### config.mk
export PLATFORM = sky130hd
export DESIGN_NAME = ex_muldiv_flat
export DESIGN_NICKNAME = d
export VERILOG_FILES = /design/src/rtl/ex_muldiv_pkg.sv /design/src/rtl/ex_muldiv_if.sv /design/src/rtl/ex_muldiv_step.sv /design/src/rtl/ex_muldiv.sv /design/src/flat_wrapper.sv
export SDC_FILE = /design/constraint.sdc
export NUM_CORES = 1
export LEC_CHECK = 0
export ABC_CLOCK_PERIOD_IN_PS = 6400
export BUFFER_PORTS_ARGS = -buffer_cell sky130_fd_sc_hd__clkbuf_2
export CAP_MARGIN = 20
export CELL_PAD_IN_SITES_DETAIL_PLACEMENT = 1
export CELL_PAD_IN_SITES_GLOBAL_PLACEMENT = 2
export CORE_MARGIN = 3
export CORE_UTILIZATION = 32
export DETAILED_ROUTE_END_ITERATION = 6
export PLACE_DENSITY_LB_ADDON = 0.1
export SLEW_MARGIN = 20
export SYNTH_ARGS = -nofsm -noshare
export SYNTH_HDL_FRONTEND = slang
export SYNTH_SLANG_ARGS = --single-unit
export TNS_END_PERCENT = 5
### constraint.sdc
create_clock -name clk -period 6.4 [get_ports clk]
set_input_delay 1.92 -clock clk [delete_from_list [all_inputs] [get_ports clk]]
set_output_delay 1.92 -clock clk [all_outputs]
set_load 0.05 [all_outputs]
### src/rtl/ex_muldiv_pkg.sv
// Shared types and constants for the iterative RV32M multiply/divide unit.
// MULDIV_FAST_MUL_EN (see ex_muldiv.sv) selects a single-cycle multiplier.
package ex_muldiv_pkg;

  localparam int unsigned XLEN  = 32;
  localparam int unsigned CNT_W = $clog2(XLEN);

  // funct3 encodings of the M-extension ops
  localparam logic [2:0] OP_MUL    = 3'd0;
  localparam logic [2:0] OP_MULH   = 3'd1;
  localparam logic [2:0] OP_MULHSU = 3'd2;
  localparam logic [2:0] OP_MULHU  = 3'd3;
  localparam logic [2:0] OP_DIV    = 3'd4;
  localparam logic [2:0] OP_DIVU   = 3'd5;
  localparam logic [2:0] OP_REM    = 3'd6;
  localparam logic [2:0] OP_REMU   = 3'd7;

  typedef enum logic [1:0] {
    ST_IDLE = 2'd0,
    ST_CALC = 2'd1,
    ST_DONE = 2'd2
  } state_e;

  localparam logic [XLEN-1:0] INT_MIN   = {1'b1, {(XLEN-1){1'b0}}};
  localparam logic [XLEN-1:0] DIV0_QUOT = {XLEN{1'b1}};
  localparam logic [XLEN-1:0] OVF_QUOT  = INT_MIN;
  localparam logic [XLEN-1:0] OVF_REM   = {XLEN{1'b0}};

endpackage

### src/rtl/ex_muldiv_if.sv
// ID/EX-side request and EX/MEM-side response bundle of the mul/div unit.
interface ex_muldiv_if;
  import ex_muldiv_pkg::*;

  logic            flush;
  logic            start;
  logic [2:0]      op;
  logic [XLEN-1:0] a;
  logic [XLEN-1:0] b;
  logic            busy;
  logic            done;
  logic [XLEN-1:0] result;

  modport master (output flush, start, op, a, b, input  busy, done, result);
  modport slave  (input  flush, start, op, a, b, output busy, done, result);
endinterface

### src/rtl/ex_muldiv_step.sv
// One iteration of the shared datapath: a shift-add multiply step or a
// restoring-divide step on the {hi, lo} working pair.
module muldiv_step
  import ex_muldiv_pkg::*;
(
  input  logic            is_div,
  input  logic [XLEN-1:0] hi,
  input  logic [XLEN-1:0] lo,
  input  logic [XLEN-1:0] opnd,
  output logic [XLEN-1:0] hi_nxt,
  output logic [XLEN-1:0] lo_nxt
);
  logic [XLEN:0] sum;
  logic [XLEN:0] rem_sh;
  logic [XLEN:0] diff;

  // Multiply: hi accumulates, lo holds the multiplier and collects low product bits.
  // Divide:   hi is the partial remainder, lo shifts the dividend out and quotient in.
  always_comb begin
    sum    = {1'b0, hi} + (lo[0] ? {1'b0, opnd} : {(XLEN+1){1'b0}});
    rem_sh = {hi, lo[XLEN-1]};
    diff   = rem_sh - {1'b0, opnd};
    hi_nxt = sum[XLEN:1];
    lo_nxt = {sum[0], lo[XLEN-1:1]};
    if (is_div) begin
      if (!diff[XLEN]) begin
        hi_nxt = diff[XLEN-1:0];
        lo_nxt = {lo[XLEN-2:0], 1'b1};
      end else begin
        hi_nxt = rem_sh[XLEN-1:0];
        lo_nxt = {lo[XLEN-2:0], 1'b0};
      end
    end
  end
endmodule

### src/rtl/ex_muldiv.sv
// Iterative RV32M multiply/divide unit for the execute stage.
// Define MULDIV_FAST_MUL_EN to compute multiplies in a single cycle.
module ex_muldiv
  import ex_muldiv_pkg::*;
(
  input  logic       clk,
  input  logic       reset,
  ex_muldiv_if.slave io
);
  localparam int unsigned PW = 2 * XLEN;

  state_e           state_q, state_d;
  logic [CNT_W-1:0] cnt_q, cnt_d;
  logic [2:0]       op_q, op_d;
  logic             neg_q, neg_d;
  logic             neg_rem_q, neg_rem_d;
  logic [XLEN-1:0]  hi_q, hi_d;
  logic [XLEN-1:0]  lo_q, lo_d;
  logic [XLEN-1:0]  opnd_q, opnd_d;
  logic [XLEN-1:0]  result_q, result_d;
  logic             done_q, done_d;
  logic             busy_c;

  logic             a_signed, b_signed, a_neg, b_neg;
  logic             div_zero, div_ovf;
  logic [XLEN-1:0]  a_mag, b_mag;

  // Decode of the incoming op: signedness, magnitudes and special cases
  always_comb begin
    a_signed = (io.op == OP_MULH) || (io.op == OP_MULHSU) ||
               (io.op == OP_DIV)  || (io.op == OP_REM);
    b_signed = (io.op == OP_MULH) || (io.op == OP_DIV) || (io.op == OP_REM);
    a_neg    = a_signed && io.a[XLEN-1];
    b_neg    = b_signed && io.b[XLEN-1];
    a_mag    = a_neg ? -io.a : io.a;
    b_mag    = b_neg ? -io.b : io.b;
    div_zero = io.op[2] && (io.b == '0);
    div_ovf  = ((io.op == OP_DIV) || (io.op == OP_REM)) &&
               (io.a == INT_MIN) && (io.b == {XLEN{1'b1}});
  end

  logic [XLEN-1:0] hi_nxt, lo_nxt;

  muldiv_step u_step (
    .is_div (op_q[2]),
    .hi     (hi_q),
    .lo     (lo_q),
    .opnd   (opnd_q),
    .hi_nxt (hi_nxt),
    .lo_nxt (lo_nxt)
  );

  logic [PW-1:0]   prod, prod_fix;
  logic [XLEN-1:0] quot_fix, rem_fix, calc_res;

  // Sign correction applied to the output of the final iteration
  always_comb begin
    prod     = {hi_nxt, lo_nxt};
    prod_fix = neg_q ? -prod : prod;
    quot_fix = neg_q ? -lo_nxt : lo_nxt;
    rem_fix  = neg_rem_q ? -hi_nxt : hi_nxt;
    if (op_q[2]) begin
      calc_res = op_q[1] ? rem_fix : quot_fix;
    end else begin
      calc_res = (op_q == OP_MUL) ? prod_fix[XLEN-1:0] : prod_fix[PW-1:XLEN];
    end
  end

`ifdef MULDIV_FAST_MUL_EN
  logic [PW-1:0]   fast_prod;
  logic [XLEN-1:0] fast_res;

  always_comb begin
    fast_prod = {{XLEN{a_neg}}, io.a} * {{XLEN{b_neg}}, io.b};
    fast_res  = (io.op == OP_MUL) ? fast_prod[XLEN-1:0] : fast_prod[PW-1:XLEN];
  end
`endif

  // Next-state and datapath control
  always_comb begin
    state_d   = state_q;
    cnt_d     = cnt_q;
    op_d      = op_q;
    neg_d     = neg_q;
    neg_rem_d = neg_rem_q;
    hi_d      = hi_q;
    lo_d      = lo_q;
    opnd_d    = opnd_q;
    result_d  = result_q;
    done_d    = 1'b0;
    busy_c    = 1'b0;

    case (state_q)
      ST_IDLE: begin
        if (io.start && !io.flush) begin
          busy_c    = 1'b1;
          op_d      = io.op;
          neg_d     = a_neg ^ b_neg;
          neg_rem_d = a_neg;
          hi_d      = '0;
          lo_d      = a_mag;
          opnd_d    = b_mag;
          cnt_d     = '0;
          if (div_zero) begin
            result_d = io.op[1] ? io.a : DIV0_QUOT;
            done_d   = 1'b1;
            state_d  = ST_DONE;
          end else if (div_ovf) begin
            result_d = io.op[1] ? OVF_REM : OVF_QUOT;
            done_d   = 1'b1;
            state_d  = ST_DONE;
`ifdef MULDIV_FAST_MUL_EN
          end else if (!io.op[2]) begin
            result_d = fast_res;
            done_d   = 1'b1;
            state_d  = ST_DONE;
`endif
          end else begin
            state_d = ST_CALC;
          end
        end
      end
      ST_CALC: begin
        busy_c = 1'b1;
        hi_d   = hi_nxt;
        lo_d   = lo_nxt;
        cnt_d  = cnt_q + CNT_W'(1);
        if (cnt_q == CNT_W'(XLEN - 1)) begin
          result_d = calc_res;
          done_d   = 1'b1;
          state_d  = ST_DONE;
        end
      end
      ST_DONE: begin
        state_d = ST_IDLE;
      end
      default: begin
        state_d = ST_IDLE;
      end
    endcase

    // A redirect abandons the op and leaves the previous result in place
    if (io.flush) begin
      state_d  = ST_IDLE;
      done_d   = 1'b0;
      result_d = result_q;
    end

    if (reset) begin
      busy_c = 1'b0;
    end
  end

  always_ff @(posedge clk) begin
    if (reset) begin
      state_q   <= ST_IDLE;
      cnt_q     <= '0;
      op_q      <= '0;
      neg_q     <= 1'b0;
      neg_rem_q <= 1'b0;
      hi_q      <= '0;
      lo_q      <= '0;
      opnd_q    <= '0;
      result_q  <= '0;
      done_q    <= 1'b0;
    end else begin
      state_q   <= state_d;
      cnt_q     <= cnt_d;
      op_q      <= op_d;
      neg_q     <= neg_d;
      neg_rem_q <= neg_rem_d;
      hi_q      <= hi_d;
      lo_q      <= lo_d;
      opnd_q    <= opnd_d;
      result_q  <= result_d;
      done_q    <= done_d;
    end
  end

  assign io.busy   = busy_c;
  assign io.done   = done_q;
  assign io.result = result_q;

endmodule

### src/flat_wrapper.sv
// flat-port wrapper written by rule: the top's interface ports become plain ports
module ex_muldiv_flat import ex_muldiv_pkg::*;
  (clk, reset, io_flush, io_start, io_op, io_a, io_b, io_busy, io_done, io_result);
  ex_muldiv_if io_i ();
  input  logic clk;
  input  logic reset;
  input wire logic [$bits(io_i.flush)-1:0] io_flush;
  input wire logic [$bits(io_i.start)-1:0] io_start;
  input wire logic [$bits(io_i.op)-1:0] io_op;
  input wire logic [$bits(io_i.a)-1:0] io_a;
  input wire logic [$bits(io_i.b)-1:0] io_b;
  output wire logic [$bits(io_i.busy)-1:0] io_busy;
  output wire logic [$bits(io_i.done)-1:0] io_done;
  output wire logic [$bits(io_i.result)-1:0] io_result;
  assign io_i.flush = io_flush;
  assign io_i.start = io_start;
  assign io_i.op = io_op;
  assign io_i.a = io_a;
  assign io_i.b = io_b;
  assign io_busy = io_i.busy;
  assign io_done = io_i.done;
  assign io_result = io_i.result;
  ex_muldiv u_core (.clk(clk), .reset(reset), .io(io_i));
endmodule
==> metrics.md <==
| Metric | Value |
|---|---|
| Outcome | completed |
| Routed vias | 17700 |
| Sequential fraction of the synthesis area | 18.2% |
| Number of enable-type register cells in the synthesized netlist | 0 |
| Site Rows | 80 |
| Number of buffers added for setup after CTS | 0 |
| CTS Hold Bufs | 0 |
| Average wire per cell in the routed design | 26.6 um |
| Clock sink total | 141 |
| First-pass GRT wire length | 115000 um |
| DR pass1 iterations | 6 |
| CTS tree | done |
| DRT Wirelength | 77500 um |
| Top-area cell type share of the netlist area | 18.2% |
| Layout Cell Area excl Fill | 0.0174 mm^2 |
| Required time of the worst setup path | 6800 ps |
| Fillcell total | 6037 |
| Top cell type by total area after synthesis | sky130_fd_sc_hd__dfxtp_1 |
| Commonest non-fill, non-tap cells in the layout | sky130_fd_sc_hd__nor2_1, sky130_fd_sc_hd__nand2_1, sky130_fd_sc_hd__a21oi_1 |
| Count of port buffers added during placement | 104 |
| Max Clk Rate | 168 MHz |
| Routability cong. | 0.919 |
| Total Nets Final | 2423 |
| Area of the mapped netlist | 0.0155 mm^2 |
| Chip width | 226 um |
| Mean Syn Cell Area | 6.98 um^2 |
| Area after DPL | 0.0169 mm^2 |
| Final slew viol count | 0 |
| Number of antenna violations at the first check in global routing | 1 |
| GR Util met3 | 7.87% |
| Iter 0 DRT Violations | 1471 |
| Slew at the pin closest to its max-slew limit | 1090 ps |
| Die Outline Area | 0.0512 mm^2 |
| CTS Buf Count | 17 |
| Pwr dens | 170 mW/mm^2 |
| Register area | 0.00283 mm^2 |
| Multiplexer share of the synthesized area | 3.67% |
| Number of warnings issued by yosys | 0 |
| Met2 usage in global routing | 43.7% |
| Hold violation count in the final report | 0 |
| Post-detail-place hpwl | 61100 um |
| Detail Route Antenna Nets | 0 |
| Dominant synthesized flop cell | sky130_fd_sc_hd__dfxtp_1 |
| Worst setup SP type | flop |
| Post-route clock period utilization | 92.9% |
| Type of the setup path with the least slack | flop to flop |
| Flip-flop and latch count after synthesis | 141 |
| Worst VDD drop | 0.130 mV |
| Clock transition at path regs | 70 ps |
| Worst Hold Class | flop to flop |
| Post-synthesis net count | 2368 |
| Met1 Resource Use GR | 42.5% |
| Fraction of the mapped netlist area in simple logic gates | 27.5% |
| Core area | 0.0478 mm^2 |
| Shortest clock period the worst path allows after layout | 5950 ps |
| Maximum number of pins on one net before global-route repair | 101 |
| Fraction of layout cells with a size suffix above 1 | 11.7% |
| Number of H-tree levels | 4 |
| Buffers from clock root to sink, at most | 2 |
| Number of maximum-capacitance violations | 0 |
| Overflow left after global routing | 0 |
| Most common cell after layout, fill and taps aside | sky130_fd_sc_hd__nor2_1 |
| Post-Synth Adder-Cell Area | 5.98% |
| Place WS | 306 ps |
| Area delta synth->final | 12.4% |
| Final Setup Violations | 0 |
| Register-to-Register Setup Slack | 450 ps |
| Vias in the first global route | 17400 |
| Gr busiest metal | met2 |
| Number of standard cells after synthesis | 2224 |
| Share of synthesized registers carrying an async set or reset | 0% |
| Share of the synthesized area in compound gates (AO/OA/AOI/OAI) | 30.0% |
| Reported leakage power | 0.00650 uW |
| Critical Path Fanout Max | 10 |
| Number of primary I/O pins | 105 |
| Vias per inst | 6.10 |
| Largest family of logic cells by synthesized area | compound AO/OA/AOI/OAI gates |
| Cell Count, Final, Fillers Out | 2908 |
| Type of element capturing the critical path | flop |
| Summed negative setup slack over all endpoints | 0 ps |
| Synth top area cells | sky130_fd_sc_hd__dfxtp_1, sky130_fd_sc_hd__nor2_1, sky130_fd_sc_hd__a21oi_1 |
| Minimum setup slack in the final design | 455 ps |
| Number of instances resized during post-cts repair | 0 |
| Root buffer selected by CTS | sky130_fd_sc_hd__clkbuf_16 |
| Count of distinct cell types in the synthesized netlist | 95 |
| Max-slew headroom at the worst pin | 26.9% |
| Xor/xnor cell area share of the yosys netlist | 9.31% |
| Setup repair after global routing missed its margin | no |
| Total power | 2960 uW |
| Cells after DPL | 2874 |
| Global-route usage over all layers | 30.1% |
| Multi-input logic area | 0.0119 mm^2 |
| Post-route clock skew | 10.6 ps |
| # DRC | 0 |
| Clock Latency Late Sink | 510 ps |
| Worst Path Arrival | 6350 ps |
| Die Height | 226 um |
| Starting density of the core | 32.5% |
## state kept, by name, summed over array words and instances (netlist names)
register          flops
u_core.hi_q          32
u_core.io.result     32
u_core.lo_q          32
u_core.opnd_q        32
u_core.cnt_q          5
u_core.op_q           3
u_core.state_q        2
u_core.io.done        1
u_core.neg_q          1
u_core.neg_rem_q      1
## synthesized netlist by cell type, types with 17 or more instances
| cell type | count |
|---|---|
| sky130_fd_sc_hd__a211oi_1 | 48 |
| sky130_fd_sc_hd__a21o_1 | 23 |
| sky130_fd_sc_hd__a21oi_1 | 184 |
| sky130_fd_sc_hd__a221oi_1 | 35 |
| sky130_fd_sc_hd__a311oi_1 | 20 |
| sky130_fd_sc_hd__a31oi_1 | 32 |
| sky130_fd_sc_hd__and2_1 | 50 |
| sky130_fd_sc_hd__buf_1 | 17 |
| sky130_fd_sc_hd__buf_2 | 17 |
| sky130_fd_sc_hd__clkbuf_1 | 109 |
| sky130_fd_sc_hd__dfxtp_1 | 141 |
| sky130_fd_sc_hd__ha_1 | 71 |
| sky130_fd_sc_hd__inv_1 | 65 |
| sky130_fd_sc_hd__mux2i_1 | 49 |
| sky130_fd_sc_hd__nand2_1 | 225 |
| sky130_fd_sc_hd__nand2b_1 | 26 |
| sky130_fd_sc_hd__nand3_1 | 74 |
| sky130_fd_sc_hd__nand4_1 | 35 |
| sky130_fd_sc_hd__nor2_1 | 262 |
| sky130_fd_sc_hd__nor2b_1 | 21 |
| sky130_fd_sc_hd__nor3_1 | 63 |
| sky130_fd_sc_hd__o211ai_1 | 30 |
| sky130_fd_sc_hd__o21a_1 | 18 |
| sky130_fd_sc_hd__o21ai_0 | 141 |
| sky130_fd_sc_hd__o31ai_1 | 29 |
| sky130_fd_sc_hd__or3_1 | 29 |
| sky130_fd_sc_hd__xnor2_1 | 98 |
| sky130_fd_sc_hd__xor2_1 | 67 |
## cell families after synthesis
| logic type | after synthesis |
|---|---|
| AND/OR/NAND/NOR | 878 |
| AO/OA/AOI/OAI | 699 |
| buffers and inverters | 212 |
| XOR/XNOR | 165 |
| flip-flops | 141 |
| adder cells (fa/ha/maj) | 73 |
| multiplexers | 56 |
## power breakdown
| group | switching (uW) | total (uW) | internal, uW |
|---|---|---|---|
| clock | 481 | 1030 | 552 |
| sequential | 44.5 | 952 | 908 |
| combinational | 657 | 978 | 321 |
| total | 1180 | 2960 | 1780 |
## worst max-delay path, stage by stage (launching register included)
cell,delay [ps]
sky130_fd_sc_hd__dfxtp_1,330
sky130_fd_sc_hd__inv_1,50
sky130_fd_sc_hd__ha_1,200
sky130_fd_sc_hd__fa_1,410
sky130_fd_sc_hd__nor2b_1,230
sky130_fd_sc_hd__o311ai_1,210
sky130_fd_sc_hd__a211o_1,370
sky130_fd_sc_hd__a21o_1,220
sky130_fd_sc_hd__a211o_1,380
sky130_fd_sc_hd__buf_4,220
sky130_fd_sc_hd__nand2_1,70
sky130_fd_sc_hd__o211ai_1,80
sky130_fd_sc_hd__o21ai_0,170
sky130_fd_sc_hd__ha_1,220
sky130_fd_sc_hd__inv_1,100
sky130_fd_sc_hd__or4_1,560
sky130_fd_sc_hd__a32oi_4,370
sky130_fd_sc_hd__and4b_4,350
sky130_fd_sc_hd__nand2b_1,260
sky130_fd_sc_hd__o41ai_2,450
sky130_fd_sc_hd__xnor2_1,200
sky130_fd_sc_hd__a221oi_2,80
sky130_fd_sc_hd__a2111oi_1,310
## routing by layer
layer,up-vias,wire (um)
li1,8289,-
met2,550,32200
met1,8803,36900
met5,-,0
met3,104,5470
met4,0,2900
## final timing paths
path	startpoint	end	depth (start not counted)
hold / removal	u_core.io.result[19]	u_core.io.result[19]	2
setup reg to reg	u_core.lo_q[31]	u_core.io.result[30]	22
setup / recovery	u_core.lo_q[31]	u_core.io.result[30]	22
hold reg to reg	u_core.io.result[19]	u_core.io.result[19]	2
## area by class of cell
class                   count  share of cell area (%)
multi-input cells        1871                    68.3
flip-flops and latches    141                    16.2
repair buffers            183                    6.42
well taps                 615                    4.41
clock buffers              19                    2.60
inverters                  65                    1.40
clock inverters            13                   0.660
diodes                      1                  0.0143
## metrics by stage
step | utilization [%] | hold slack (ps)
CTS | 36.4 | 471
detailed placement | 35.2 | 459
global placement | 35.2 | 447
global route | 36.5 | 501
finish | 36.5 | 463
floorplan | - | 449
Note: power is estimated with default switching activity, not from simulation.
